**config.mk**
```make
export PLATFORM = sky130hd
export DESIGN_NAME = fetch_queue
export DESIGN_NICKNAME = d
export VERILOG_FILES = /design/src/rtl/core_pkg.sv /design/src/rtl/fetch_fifo.sv /design/src/rtl/fetch_queue.sv
export SDC_FILE = /design/constraint.sdc
export NUM_CORES = 1
export LEC_CHECK = 0
export CORE_ASPECT_RATIO = 0.7
export CORE_UTILIZATION = 30
export CTS_CLUSTER_SIZE = 10
export DETAILED_ROUTE_END_ITERATION = 10
export SKIP_LAST_GASP = 1
export SLEW_MARGIN = 5
export SYNTH_ARGS = -nofsm -noshare
export SYNTH_HDL_FRONTEND = slang
export SYNTH_HIERARCHICAL = 1
export SYNTH_SLANG_ARGS = --single-unit
```
**constraint.sdc**
```tcl
create_clock -name clk -period 6.8 [get_ports clk]
set_input_delay 1.7 -clock clk [delete_from_list [all_inputs] [get_ports clk]]
set_output_delay 1.7 -clock clk [all_outputs]
set_load 0.01 [all_outputs]
```
**src/rtl/core_pkg.sv**
```systemverilog
// rtl/core_pkg.sv - shared fetch front-end widths, reset PC and the fetch entry layout
package core_pkg;

    localparam int          DEF_XLEN     = 32;
    localparam int          DEF_ILEN     = 32;
    localparam logic [31:0] DEF_RESET_PC = 32'h0000_0000;

    typedef struct packed {
        logic [DEF_XLEN-1:0] pc;
        logic [DEF_ILEN-1:0] instr;
    } fetch_entry_t;

endpackage

```
**src/rtl/fetch_fifo.sv**
```systemverilog
// rtl/fetch_fifo.sv - circular buffer holding fetched {pc, instruction} entries
module fetch_fifo #(
    parameter int DEPTH = 4,
    parameter int WIDTH = 64
) (
    input  logic                     clk,
    input  logic                     reset,
    input  logic                     clear,
    input  logic                     push,
    input  logic [WIDTH-1:0]         push_data,
    input  logic                     pop,
    output logic                     head_valid,
    output logic [WIDTH-1:0]         head_data,
    output logic [$clog2(DEPTH):0]   count
);

    localparam int AW = $clog2(DEPTH);

    logic [WIDTH-1:0] mem [DEPTH];
    logic [AW:0]      wr_ptr;
    logic [AW:0]      rd_ptr;
    logic             full;
    logic             do_push;
    logic             do_pop;

    // Extra pointer bit separates full from empty when the indices coincide.
    assign count      = wr_ptr - rd_ptr;
    assign head_valid = (wr_ptr != rd_ptr);
    assign full       = (wr_ptr[AW] != rd_ptr[AW]) && (wr_ptr[AW-1:0] == rd_ptr[AW-1:0]);
    assign do_pop     = pop && head_valid && !clear;
    assign do_push    = push && !clear && (!full || do_pop);
    assign head_data  = mem[rd_ptr[AW-1:0]];

    always_ff @(posedge clk or posedge reset) begin
        if (reset) begin
            wr_ptr <= '0;
            rd_ptr <= '0;
        end else if (clear) begin
            wr_ptr <= '0;
            rd_ptr <= '0;
        end else begin
            if (do_push) wr_ptr <= wr_ptr + 1'b1;
            if (do_pop)  rd_ptr <= rd_ptr + 1'b1;
        end
    end

    always_ff @(posedge clk) begin
        if (do_push) mem[wr_ptr[AW-1:0]] <= push_data;
    end

endmodule

```
**src/rtl/fetch_queue.sv**
```systemverilog
// rtl/fetch_queue.sv - PC owner, credit-limited imem requester and decode-side fetch buffer
module fetch_queue
    import core_pkg::*;
#(
    parameter int               XLEN     = DEF_XLEN,
    parameter int               ILEN     = DEF_ILEN,
    parameter int               DEPTH    = 4,
    parameter logic [XLEN-1:0]  RESET_PC = XLEN'(DEF_RESET_PC),
    parameter int               PC_STEP  = 4
) (
    input  logic                       clk,
    input  logic                       reset,
    input  logic                       stall,
    input  logic                       redirect_valid,
    input  logic [XLEN-1:0]            redirect_pc,
    output logic                       imem_req,
    output logic [XLEN-1:0]            imem_addr,
    input  logic [ILEN-1:0]            imem_rdata,
    output logic                       fetch_valid,
    output logic [XLEN+ILEN-1:0]       fetch_data,
    input  logic                       fetch_ready,
    output logic [$clog2(DEPTH):0]     occupancy
);

    localparam int CW = $clog2(DEPTH) + 1;

    logic [XLEN-1:0] pc;
    logic [XLEN-1:0] inflight_pc;
    logic            inflight;
    logic [CW:0]     demand;
    logic            credit_ok;

    // Buffered plus outstanding fetches must fit, so a returning response always finds room.
    assign demand    = {1'b0, occupancy} + (CW+1)'(inflight);
    assign credit_ok = demand < (CW+1)'(DEPTH);
    assign imem_req  = !reset && !stall && !redirect_valid && credit_ok;
    assign imem_addr = pc;

    always_ff @(posedge clk or posedge reset) begin
        if (reset) begin
            pc          <= RESET_PC;
            inflight    <= 1'b0;
            inflight_pc <= RESET_PC;
        end else if (redirect_valid) begin
            pc       <= redirect_pc;
            inflight <= 1'b0;
        end else begin
            inflight <= imem_req;
            if (imem_req) begin
                pc          <= pc + XLEN'(PC_STEP);
                inflight_pc <= pc;
            end
        end
    end

    fetch_fifo #(
        .DEPTH (DEPTH),
        .WIDTH (XLEN + ILEN)
    ) u_fifo (
        .clk        (clk),
        .reset      (reset),
        .clear      (redirect_valid),
        .push       (inflight && !redirect_valid),
        .push_data  ({inflight_pc, imem_rdata}),
        .pop        (fetch_valid && fetch_ready),
        .head_valid (fetch_valid),
        .head_data  (fetch_data),
        .count      (occupancy)
    );

    always_ff @(posedge clk) begin
        if (!reset) assert (occupancy <= CW'(DEPTH));
    end

endmodule

```
=== Word level (Yosys, flattened, before mapping) ===
Memory sizes are Yosys's and may differ from the RTL's.
Cells that the tools add are included.

* $add $sub $neg: 5
* $lt $le $gt $ge: 1
* Bitwise gates (word level): 1
* Multiplexer cells: 9
* Reduce and logical (&&, ||, !) cells: 19
* Eq/ne operators: 3

{| class="wikitable"
|+ Operators by type and width
! kind !! count
|-
| $mux W32 || 2
|-
| $add A32 B3 Y32 const B || 1
|-
| $mux W3 || 4
|-
| $logic_and A1 B1 Y1 || 10
|-
| $add A3 B1 Y3 const B || 2
|-
| $reduce_bool A2 Y1 || 3
|-
| $add A3 B1 Y4 || 1
|-
| $logic_not A1 Y1 || 4
|-
| $lt A4 B3 Y1 const B || 1
|-
| $mux W1 || 3
|-
| $ne A3 B3 Y1 || 1
|-
| $sub A3 B3 Y3 || 1
|-
| $eq A2 B2 Y1 || 1
|-
| $reduce_and A2 Y1 || 1
|-
| $logic_or A1 B1 Y1 || 1
|-
| $ne A1 B1 Y1 || 1
|-
| $not A1 Y1 || 1
|}

* Memories kept: 1
* Bits of input ports: 69
* Word-level logic and storage cells: 44
* RAM bits: 256
* Flip-flop bits (word level): 71

{| class="wikitable"
|+ Memory list
! name !! words !! width !! rd ports !! clocked after Yosys merged registers in !! wr ports !! RTL line !! RTL
|-
| u_fifo.mem || 4 || 64 || 1 || 0 || 1 || fetch_fifo.sv:19 || <nowiki>logic [WIDTH-1:0] mem [DEPTH];</nowiki>
|}

=== Depth between registers and ports, before layout ===
Gate-level depths: netlist of the first run.

* Word-level depth: 8
* Gate-level depth with buffers: 11

=== Cells and area by module ===
Netlist of the first run, hierarchy kept.

{| class="wikitable"
|+ By module, submodules not included
! module !! cells an instance !! area an instance (um2) !! times used !! sequential area each (um2)
|-
| fetch_fifo || 388 || 9750.6 || 1 || 7837.5
|-
| fetch_queue || 372 || 3273.1 || 1 || 1626.6
|}

=== Worst setup path before layout of the first run ===
OpenSTA, ideal clock, no wires.

* Path kind: input -> output
* Start point: input redirect_valid
* End point: output imem_req
* Data required time: 5.100 ns
* Cell stages on the path: 5
* Arrival: 2.877 ns
* Slack: 2.223 ns
* Path through: nor4_1 -> nand2_1 -> clkbuf_1 -> clkbuf_1 -> inv_1

* Word-level cells in the longest chain between the ends: 3

{| class="wikitable"
|+ RTL lines
! element !! RTL line !! RTL
|-
| start, declared || fetch_queue.sv:14 || <nowiki>input logic redirect_valid,</nowiki>
|-
| $logic_not A1 Y1 || fetch_queue.sv:36 || <nowiki>assign imem_req = !reset && !stall && !redirect_valid && credit_ok;</nowiki>
|-
| $logic_and A1 B1 Y1 (2 in a row) || fetch_queue.sv:36 ||
|-
| end, declared || fetch_queue.sv:16 || <nowiki>output logic imem_req,</nowiki>
|}

Every way passes these cells.

=== Worst setup path after layout of the first run ===
* Start point: input reset
* End point: output imem_req

* Word-level cells in the longest chain between the ends: 4

{| class="wikitable"
|+ RTL lines
! element !! RTL line !! RTL
|-
| start, declared || fetch_queue.sv:12 || <nowiki>input logic reset,</nowiki>
|-
| $logic_not A1 Y1 (no line) || -- ||
|-
| $logic_and A1 B1 Y1 (3 in a row) || fetch_queue.sv:36 ||
|}

Every way passes these cells.

==> results of run 1 <==
[placed cells by master, fill, tap and decap left out, types with 5 or more instances in the layout]
master and n:
a221o_1 12, a22oi_1 7, nor4_1 8, a21o_1 5
nand3_1 25, buf_4 12, nor2b_1 5, inv_1 17
o211ai_1 6, clkbuf_16 40, nand4_1 11, nor2_1 9
edfxtp_1 256, ha_1 8, clkdlybuf4s50_1 168, clkbuf_1 21
or4_1 14, mux4_2 64, nand2_1 110, nor3_1 15
dfrtp_1 69, o21ai_0 15
[cell usage after synthesis (7+ instances only)]
library cell    n  area [um^2]
edfxtp_1      256         7687
nand2_1       111        416.7
a22oi_1         7        52.55
nand3_1        25        125.1
a221o_1        12        120.1
or4_1          14        105.1
clkbuf_1       17        63.81
dfrtp_1        71         1777
mux4_2         64         1441
inv_1          18        67.56
nor4_1          8        50.05
o21ai_0        15        75.07
nor3_1         15        75.07
buf_2          12        60.06
nor2_1          9        33.78
nand4_1        11        68.82
ha_1            8        100.1
[worst paths after layout]
| kind | from | to | slack [ns] | depth (start not counted) |
|---|---|---|---|---|
| worst max-delay path | reset | imem_req | 1.70 | 6 |
| worst min-delay path | imem_addr[1] | inflight_pc[1] | 0.50 | 2 |
| worst max register to register | u_fifo/rd_ptr[0] | imem_addr[12] | 2.95 | 11 |
| worst min register to register | imem_addr[1] | inflight_pc[1] | 0.50 | 2 |
| max in group asynchronous | reset | inflight_pc[28] | 4.18 | 3 |
| min in group asynchronous | reset | u_fifo/rd_ptr[0] | 1.52 | 2 |
[final cells by class]
| type | count | share of cell area, % |
|---|---|---|
| Clock inverter | 4 | 0.2358 |
| Clock buffer | 62 | 6.647 |
| Tap cell | 552 | 4.198 |
| Timing Repair Buffer | 181 | 10.80 |
| Inverter | 18 | 0.4107 |
| Multi-Input combinational cell | 374 | 20.12 |
| Sequential cell | 327 | 57.57 |
| Antenna cell | 1 | 0.01521 |
[sequential cells by signal (all words and copies together) (netlist names)]
register,count
inflight_pc,32
imem_addr,32
u_fifo/wr_ptr,3
u_fifo/rd_ptr,3
inflight,1
u_fifo/mem,256
[per-stage QoR]
step / cells / utilization [%] / hold WS (ns) / power (W)
2_1_floorplan: 760 / - / 0.4758 / 0.002561
3_3_place_gp: 1452 / 35.98 / 0.4850 / 0.002762
3_5_place_dp: 1452 / 35.98 / 0.4956 / 0.002775
4_1_cts: 1518 / 38.64 / 0.5040 / 0.004680
5_1_grt: 1519 / 38.65 / 0.5213 / 0.004801
6_report: 1519 / 38.65 / 0.5044 / 0.004609
[cell families after synthesis]
logic type	Yosys count	synth area share, %
buffers and inverters	59	2.085
flip-flops	327	72.67
AO/OA/AOI/OAI	70	4.150
AND/OR/NAND/NOR	221	8.224
XOR/XNOR	3	0.2594
multiplexers	71	11.69
adder cells (fa/ha/maj)	9	0.9223
[critical path: cells and delay by family]
kind / cells / cell delay (ns)
buffers and inverters: 4 / 1.32
AND/OR/NAND/NOR: 2 / 0.38
[routing by layer]
| metal | track usage (%) | routed length (um) | vias to the layer above |
|---|---|---|---|
| li1 | - | - | 3378 |
| met1 | 20.77 | 14740 | 3831 |
| met2 | 23.16 | 15270 | 213 |
| met3 | 3.332 | 1789 | 36 |
| met4 | 3.582 | 409 | 0 |
| met5 | 0 | 0 | - |
[power by group]
group / total, W / internal (W) / switching [W]
clock network: 0.00188 / 0.00110 / 0.000778
logic: 0.000319 / 0.000162 / 0.000157
registers: 0.00241 / 0.00229 / 0.000121
==> results.sh, run 1 <==
export IMPL_ir_drop_uv=132.8
export IMPL_placementRows=63
export IMPL_ys_ff_latch=327
export IMPL_post_route_period_util_pct=74.98
export IMPL_period_needed_ns=5.099
export IMPL_crit_top_cell="clkdlybuf4s50_1"
export IMPL_yosysWarnings=6
export IMPL_worstSetupPathType="in -> out"
export IMPL_cts_hold_buf=0
export IMPL_async_reset_ff_share_pct=21.71
export IMPL_antenna_found_initial=1
export IMPL_crit_path_start_kind="input pin"
export IMPL_maxCapViolations=0
export IMPL_gp_congestion=0.7760
export IMPL_synth_area_um2=13020
export IMPL_numPortBuffers=169
export IMPL_synthToLayoutAreaGrowth_pct=26.32
export IMPL_drive_above_1_share_pct=14.60
export IMPL_rsz0062_at_grt="false"
export IMPL_multi_input_area_um2=3311
export IMPL_max_slew_worst_pin_slew_ns=0.8471
export IMPL_clkTransAtPathRegs_ns=0.06
export IMPL_die_h_um=176.3
export IMPL_finClkSkew_ns=0.02100
export IMPL_grt_pass1_vias=7543
export IMPL_routed_wl_mm=32.20
export IMPL_netlist_instances=760
export IMPL_dp_slack_ns=1.661
export IMPL_slowest_stage="clkdlybuf4s50_1"
export IMPL_vias=7458
export IMPL_worstPathCellList="clkdlybuf4s50_1 -> nor4_1 -> buf_4 -> nand2_2 -> inv_1 -> clkdlybuf4s50_1"
export IMPL_seq_area_um2=9472
export IMPL_synth_edf_count=256
export IMPL_postCtsSetupRepairBufs=0
export IMPL_crit_fanout=4
export IMPL_cts_root_buf="clkbuf_16"
export IMPL_setup_viol=0
export IMPL_cts_max_level=2
export IMPL_yosysSeqAreaShare_pct=72.67
export IMPL_final_hold_viol_count=0
export IMPL_cts_sinks=327
export IMPL_setup_slack_ns=1.701
export IMPL_max_slew_margin_pct=43.52
export IMPL_drcViolationCount=0
export IMPL_drt_iter0_drc=506
export IMPL_grt_pass1_wl_mm=48.50
export IMPL_cts_tree="yes"
export IMPL_numCtsBuffers=39
export IMPL_io_pins=170
export IMPL_slew_viol_final=0
export IMPL_grtUsageTotal_pct=14.74
export IMPL_worstSkewPairLatency_ns=0.53
export IMPL_status="complete, no violations"
export IMPL_fillers=3931
export IMPL_drt_wirelength_per_cell_um=21.20
export IMPL_cp_data_required_time_ns=5.10
export IMPL_avgSynthCellArea_um2=17.14
export IMPL_grt_max_degree=69
export IMPL_die_x_um=251.0
export IMPL_max_freq_ghz=0.1961
export IMPL_critPathCaptureType="output pin"
export IMPL_dieArea_um2=44260
export IMPL_postLayoutCellArea_um2=16450
export IMPL_leakagePower_nw=5.579
export IMPL_drtPass1Iterations=6
export IMPL_max_stage_delay_ns=0.58
export IMPL_fp_coreArea_um2=42570
export IMPL_tns_ns=0
export IMPL_grt_ovfl_total=0
export IMPL_start_util_pct=30.60
export IMPL_fin_nets=1019
export IMPL_cts_resized=0
export IMPL_synthDistinctLibCells=55
export IMPL_ctsLongestPathBuffers=3
export IMPL_power_density_nw_per_um2=280.1
export IMPL_cp_arrival_ns=3.40
export IMPL_ant_nets=0
export IMPL_postPlaceCellArea_um2=15320
export IMPL_syn_nets=838
export IMPL_via_per_inst=4.910
export IMPL_hold_class="reg -> reg"
export IMPL_synth_top_flop_cell="edfxtp_1"
export IMPL_hpwl_mm=20.25
No activity file was read; power rests on OpenSTA's default activity.
==> run 2: changes to the inputs <==
==> constraint.sdc (replaced) <==
create_clock -name clk -period 5.3 [get_ports clk]
set_input_delay 1.325 -clock clk [delete_from_list [all_inputs] [get_ports clk]]
set_output_delay 1.325 -clock clk [all_outputs]
set_load 0.01 [all_outputs]
==> run 2 against run 1 <==
  * Setup slack got worse by 1.0 ns
  * Sequential share of layout area shrank 0.22 points
  * Final cell count is 0.13% lower
  * Via count is 0.19% higher
  * Power is 29% higher
  * Sequential power is 29% higher
  * First-iteration DRC count increased by 6.9%
  * Clock power increased by 29%
  * Critical path depth up 2
  * Count of clock-buffer cells in the layout unchanged
  * Non-clock buffer count increased by 2
  * Global-route usage fell by 0.12 points
  * Largest cell class unchanged
==> results.sh, run 2 (synthesis results as in run 1) <==
export IMPL_status="complete, no violations"
export IMPL_cp_arrival_ns=3.30
export IMPL_grt_pass1_vias=7609
export IMPL_drt_iter0_drc=541
export IMPL_grt_ovfl_total=0
export IMPL_fp_coreArea_um2=42570
export IMPL_dieArea_um2=44260
export IMPL_power_frac_seq_pct=52.4
export IMPL_cts_resized=0
export IMPL_p_sw_w=0.001335
export IMPL_clkTransAtPathRegs_ns=0.05
export IMPL_antenna_cells=0
export IMPL_worstSetupPathType="reg -> out"
export IMPL_cts_tree="yes"
export IMPL_combPwrFrac_pct=6.9
export IMPL_die_h_um=176.3
export IMPL_period_needed_ns=4.629
export IMPL_cts_sinks=327
export IMPL_io_pins=170
export IMPL_max_freq_ghz=0.2160
export IMPL_crit_path_start_kind="register"
export IMPL_fillers=3947
export IMPL_placementRows=63
export IMPL_hpwl_mm=20.57
export IMPL_holdWs_ns=0.5277
export IMPL_cts_max_level=2
export IMPL_numCtsBuffers=39
export IMPL_cp_data_required_time_ns=3.97
export IMPL_max_slew_margin_pct=48.78
export IMPL_die_x_um=251.0
export IMPL_crit_fanout=30
export IMPL_cts_root_buf="clkbuf_16"
export IMPL_netSwitchingFraction_pct=22.54
export IMPL_critPathCaptureType="output pin"
export IMPL_rsz0062_at_grt="false"
export IMPL_routed_wl_mm=32.20
export IMPL_fin_nets=1021
export IMPL_largest_reg_flops=256
export IMPL_setup_viol=0
export IMPL_post_route_period_util_pct=87.34
export IMPL_ant_nets=0
export IMPL_start_util_pct=30.60
export IMPL_grt_max_degree=69
export IMPL_final_common_cell="edfxtp_1"
export IMPL_gp_congestion=0.7831
export IMPL_final_hold_viol_count=0
export IMPL_drtPass1Iterations=4
export IMPL_p_int_w=0.004589
export IMPL_power_density_nw_per_um2=358.7
export IMPL_grtUsageTotal_pct=14.63
export IMPL_ir_drop_uv=190.5
export IMPL_antenna_found_initial=1
export IMPL_ctsLongestPathBuffers=3
export IMPL_grt_pass1_wl_mm=47.99
export IMPL_max_slew_worst_pin_slew_ns=0.7682
export IMPL_synthToLayoutAreaGrowth_pct=26.81
export IMPL_tns_ns=0
export IMPL_power_clock_fraction_pct=40.8
export IMPL_via_per_inst=4.926
export IMPL_postLayoutCoreUtil_pct=38.80
export IMPL_hold_class="reg -> reg"
export IMPL_slew_viol_final=0
export IMPL_drive_above_1_share_pct=14.72
export IMPL_leakagePower_nw=5.602
export IMPL_final_cell_mix="edfxtp_1, clkdlybuf4s50_1, nand2_1, dfrtp_1, mux4_2"
export IMPL_drcViolationCount=0
export IMPL_postCtsSetupRepairBufs=0
export IMPL_finClkSkew_ns=0.01349
export IMPL_cts_hold_buf=0
export IMPL_vias=7472
export IMPL_worstSkewPairLatency_ns=0.52
export IMPL_drt_wirelength_per_cell_um=21.23
export IMPL_numPortBuffers=169
export IMPL_maxCapViolations=0
==> run 2: power groups by stage <==
stage | sequential [W] | combinational [W] | clock (W)
5_1_grt | 0.00313 | 0.000445 | 0.00258
3_3_place_gp | 0.00315 | 0.000407 | 0
3_5_place_dp | 0.00316 | 0.000411 | 0
2_1_floorplan | 0.00309 | 0.000199 | 0
4_1_cts | 0.00311 | 0.000414 | 0.00249
6_report | 0.00310 | 0.000407 | 0.00242
==> run 2: path summary, 6_finish.rpt <==
| check | startpoint | end | slack (ns) | depth (start not counted) |
|---|---|---|---|---|
| hold / removal | inflight_pc[11] | u_fifo/mem[3][43] | 0.53 | 0 |
| hold reg to reg | inflight_pc[11] | u_fifo/mem[3][43] | 0.53 | 0 |
| setup reg to reg | u_fifo/rd_ptr[0] | imem_addr[6] | 1.30 | 11 |
| setup / recovery | u_fifo/rd_ptr[0] | imem_req | 0.67 | 8 |
| min in group asynchronous | reset | u_fifo/rd_ptr[1] | 1.17 | 2 |
| max in group asynchronous | reset | inflight_pc[20] | 2.99 | 3 |
==> run 2: metrics by stage <==
step | instance area [um^2] | total power, W | setup WS, ns | cells
3_3_place_gp | 15380 | 0.003559 | 0.9545 | 1454
4_1_cts | 16520 | 0.006010 | 0.5878 | 1517
5_1_grt | 16520 | 0.006151 | 0.4667 | 1517
3_5_place_dp | 15380 | 0.003569 | 0.9237 | 1454
6_report | 16520 | 0.005924 | 0.6711 | 1517
2_1_floorplan | 13020 | 0.003286 | 1.215 | 760
==> run 2: layer usage <==
metal	GRT usage [%]	part of all wire [%]	routed length, um
met1	20.04	45	14340
met5	0	0	0
met4	3.735	1.7	536
met3	3.406	6.1	1970
met2	23.49	48	15360
==> run 2: worst max-delay path: stages (launching register included) <==
cell	delay, ns
dfrtp_4	0.73
ha_1	0.32
fa_1	0.38
xnor2_1	0.17
nor4_1	0.26
buf_4	0.20
nand2_2	0.09
inv_1	0.08
clkdlybuf4s50_1	0.53
==> run 2: cell type report <==
type                    instances  area (um^2)  area share, %
clock inverters                 1        8.758        0.05303
inverters                      18        67.56         0.4091
multi-input cells             374         3311          20.05
well taps                     552        690.7          4.182
repair buffers                183         1842          11.15
clock buffers                  62         1125          6.811
flip-flops and latches        327         9472          57.35
==> run 3: changes to the inputs <==
--- a/config.mk
+++ b/config.mk
@@ -5,7 +5,7 @@
 export SDC_FILE = /design/constraint.sdc
 export NUM_CORES = 1
 export LEC_CHECK = 0
-export CORE_ASPECT_RATIO = 0.7
+export CORE_ASPECT_RATIO = 1.25
 export CORE_UTILIZATION = 30
 export CTS_CLUSTER_SIZE = 10
 export DETAILED_ROUTE_END_ITERATION = 10
==> run 3 against run 2 <==
  * Sequential share of layout area is essentially flat
  * Largest power group unchanged
  * Maximum frequency shrank 4.4%
  * Critical endpoint unchanged
  * Non-clock buffer count grew 4
  * Flip-flop and latch count is the same
  * Final cell count grew 1.3%
  * Combinational power shrank 2%
  * Highest routed layer unchanged
  * Global-route usage shrank 0.33 points
  * Setup slack lost 0.21 ns
==> results.sh, run 3 (synthesis results as in run 1) <==
export IMPL_max_slew_worst_pin_slew_ns=1.194
export IMPL_final_cell_mix="edfxtp_1, clkdlybuf4s50_1, nand2_1, dfrtp_1, mux4_2"
export IMPL_antenna_found_initial=0
export IMPL_ir_drop_uv=179.2
export IMPL_postPlaceCellArea_um2=15380
export IMPL_postLayoutCoreUtil_pct=38.43
export IMPL_hold_class="reg -> reg"
export IMPL_slowest_stage="dfrtp_4"
export IMPL_worst_r2r_endpoint="imem_addr[25]"
export IMPL_cts_hold_buf=0
export IMPL_crit_path_start_kind="register"
export IMPL_numPortBuffers=169
export IMPL_power_density_nw_per_um2=357.6
export IMPL_finClkSkew_ns=0.02153
export IMPL_synthToLayoutAreaGrowth_pct=26.79
export IMPL_post_route_period_util_pct=91.35
export IMPL_dp_cells=1471
export IMPL_die_h_um=235.0
export IMPL_critical_path_top_delay_family="simple AND/OR/NAND/NOR gates"
export IMPL_vias=7558
export IMPL_placementRows=85
export IMPL_antenna_cells=0
export IMPL_worstSetupPathType="reg -> out"
export IMPL_die_x_um=188.4
export IMPL_clkTransAtPathRegs_ns=0.05
export IMPL_dieArea_um2=44260
export IMPL_grt_max_degree=68
export IMPL_hold_depth=2
export IMPL_period_needed_ns=4.842
export IMPL_final_hold_viol_count=0
export IMPL_start_util_pct=30.31
export IMPL_cts_sinks=327
export IMPL_drcViolationCount=0
export IMPL_grt_pass1_vias=7921
export IMPL_cp_data_required_time_ns=3.97
export IMPL_numCtsBuffers=39
export IMPL_maxCapViolations=0
export IMPL_drt_wirelength_per_cell_um=20.15
export IMPL_cts_root_buf="clkbuf_16"
export IMPL_worstPathCellList="ha_1 -> fa_1 -> xnor2_1 -> nor4_1 -> nand2_2 -> inv_1 -> clkdlybuf4s50_1"
export IMPL_instances_no_fill=1536
export IMPL_drtPass1Iterations=4
export IMPL_slew_viol_final=0
export IMPL_ant_nets=0
export IMPL_fin_nets=1025
export IMPL_gp_congestion=0.8158
export IMPL_r2r_cells=10
export IMPL_crit_buf_inv=2
export IMPL_postLayoutCellArea_um2=16510
export IMPL_min_from="imem_addr[0]"
export IMPL_cp_arrival_ns=3.52
export IMPL_cts_resized=0
export IMPL_final_common_cell="edfxtp_1"
export IMPL_max_stage_delay_ns=0.68
export IMPL_cts_max_level=2
export IMPL_grt_pass1_wl_mm=48.31
export IMPL_leakagePower_nw=5.616
export IMPL_ctsLongestPathBuffers=3
export IMPL_holdPathEnd="inflight_pc[0]"
export IMPL_hpwl_mm=19.97
export IMPL_crit_fanout=26
export IMPL_max_slew_margin_pct=20.41
export IMPL_largest_reg_flops=256
export IMPL_tns_ns=0
export IMPL_postCtsSetupRepairBufs=0
export IMPL_fp_coreArea_um2=42970
export IMPL_setup_viol=0
export IMPL_grtUsageTotal_pct=14.30
export IMPL_regToRegSetupSlack_ns=1.33
export IMPL_rr_startpoint="u_fifo/rd_ptr[0]"
export IMPL_grt_ovfl_total=0
export IMPL_holdWs_ns=0.5093
export IMPL_io_pins=170
export IMPL_via_per_inst=4.921
export IMPL_rsz0062_at_grt="false"
export IMPL_routed_wl_mm=30.95
export IMPL_drive_above_1_share_pct=15.24
export IMPL_drt_iter0_drc=382
export IMPL_critPathCaptureType="output pin"
export IMPL_max_freq_ghz=0.2065
export IMPL_cts_tree="yes"
export IMPL_status="complete, no violations"
export IMPL_worstSkewPairLatency_ns=0.54
[run 3: cell types whose count changed in the layout (fill, tap and decap cells not counted)]
cell       change
clkbuf_16      -1
buf_12         -4
clkinv_2       +2
clkinv_8       +1
buf_4          +8
[run 3: area by class of cell]
| cell class | count | area (um^2) |
|---|---|---|
| clock inverter | 4 | 35.03 |
| inverter | 18 | 67.56 |
| clock buffer | 61 | 1100 |
| fill | 4019 | 26450 |
| sequential | 327 | 9472 |
| timing repair buffer | 187 | 1822 |
| tap | 565 | 706.9 |
| multi-input combinational | 374 | 3311 |
[run 3: metrics by stage]
stage,setup WS [ns],power (W)
3_3_place_gp,0.5903,0.003542
4_1_cts,0.3514,0.005996
6_report,0.4584,0.005905
3_5_place_dp,0.6297,0.003557
2_1_floorplan,1.215,0.003286
5_1_grt,0.2260,0.006150
[run 3: worst max path at each step]
| stage | startpoint | end | slack (ns) | cells after the start |
|---|---|---|---|---|
| final | u_fifo/rd_ptr[0] | imem_req | 0.46 | 7 |
| after global placement | reset | imem_req | 0.59 | 5 |
| after global routing | u_fifo/rd_ptr[0] | imem_req | 0.23 | 7 |
| after detailed placement | reset | imem_req | 0.63 | 5 |
| after CTS | u_fifo/rd_ptr[0] | imem_req | 0.35 | 7 |
| after floorplan | redirect_valid | u_fifo/mem[0][0] | 1.22 | 5 |
[run 3: worst reg2reg max path: cells and delay by family, from the launching register on]
kind / cells / cell delay, ns
adder cells (fa/ha/maj): 2 / 0.68
buffers and inverters: 3 / 1.24
AND/OR/NAND/NOR: 2 / 0.76
flip-flops: 1 / 0.68
XOR/XNOR: 1 / 0.17
AO/OA/AOI/OAI: 2 / 0.33
[run 3: power by group]
group          switching, W  internal, W  leakage (nW)
Sequential         0.000163      0.00294          3.21
Combinational      0.000191     0.000207          1.86
Clock              0.000986      0.00142         0.549
Total               0.00134      0.00457          5.62
[run 3: per-layer routing]
| metal | up-vias | share of wire, % | GRT usage [%] |
|---|---|---|---|
| met5 | - | 0 | 0 |
| met4 | 0 | 2.2 | 4.399 |
| met3 | 50 | 4.9 | 2.554 |
| met2 | 233 | 49 | 23.55 |
| met1 | 3884 | 44 | 19.18 |
| li1 | 3391 | - | - |
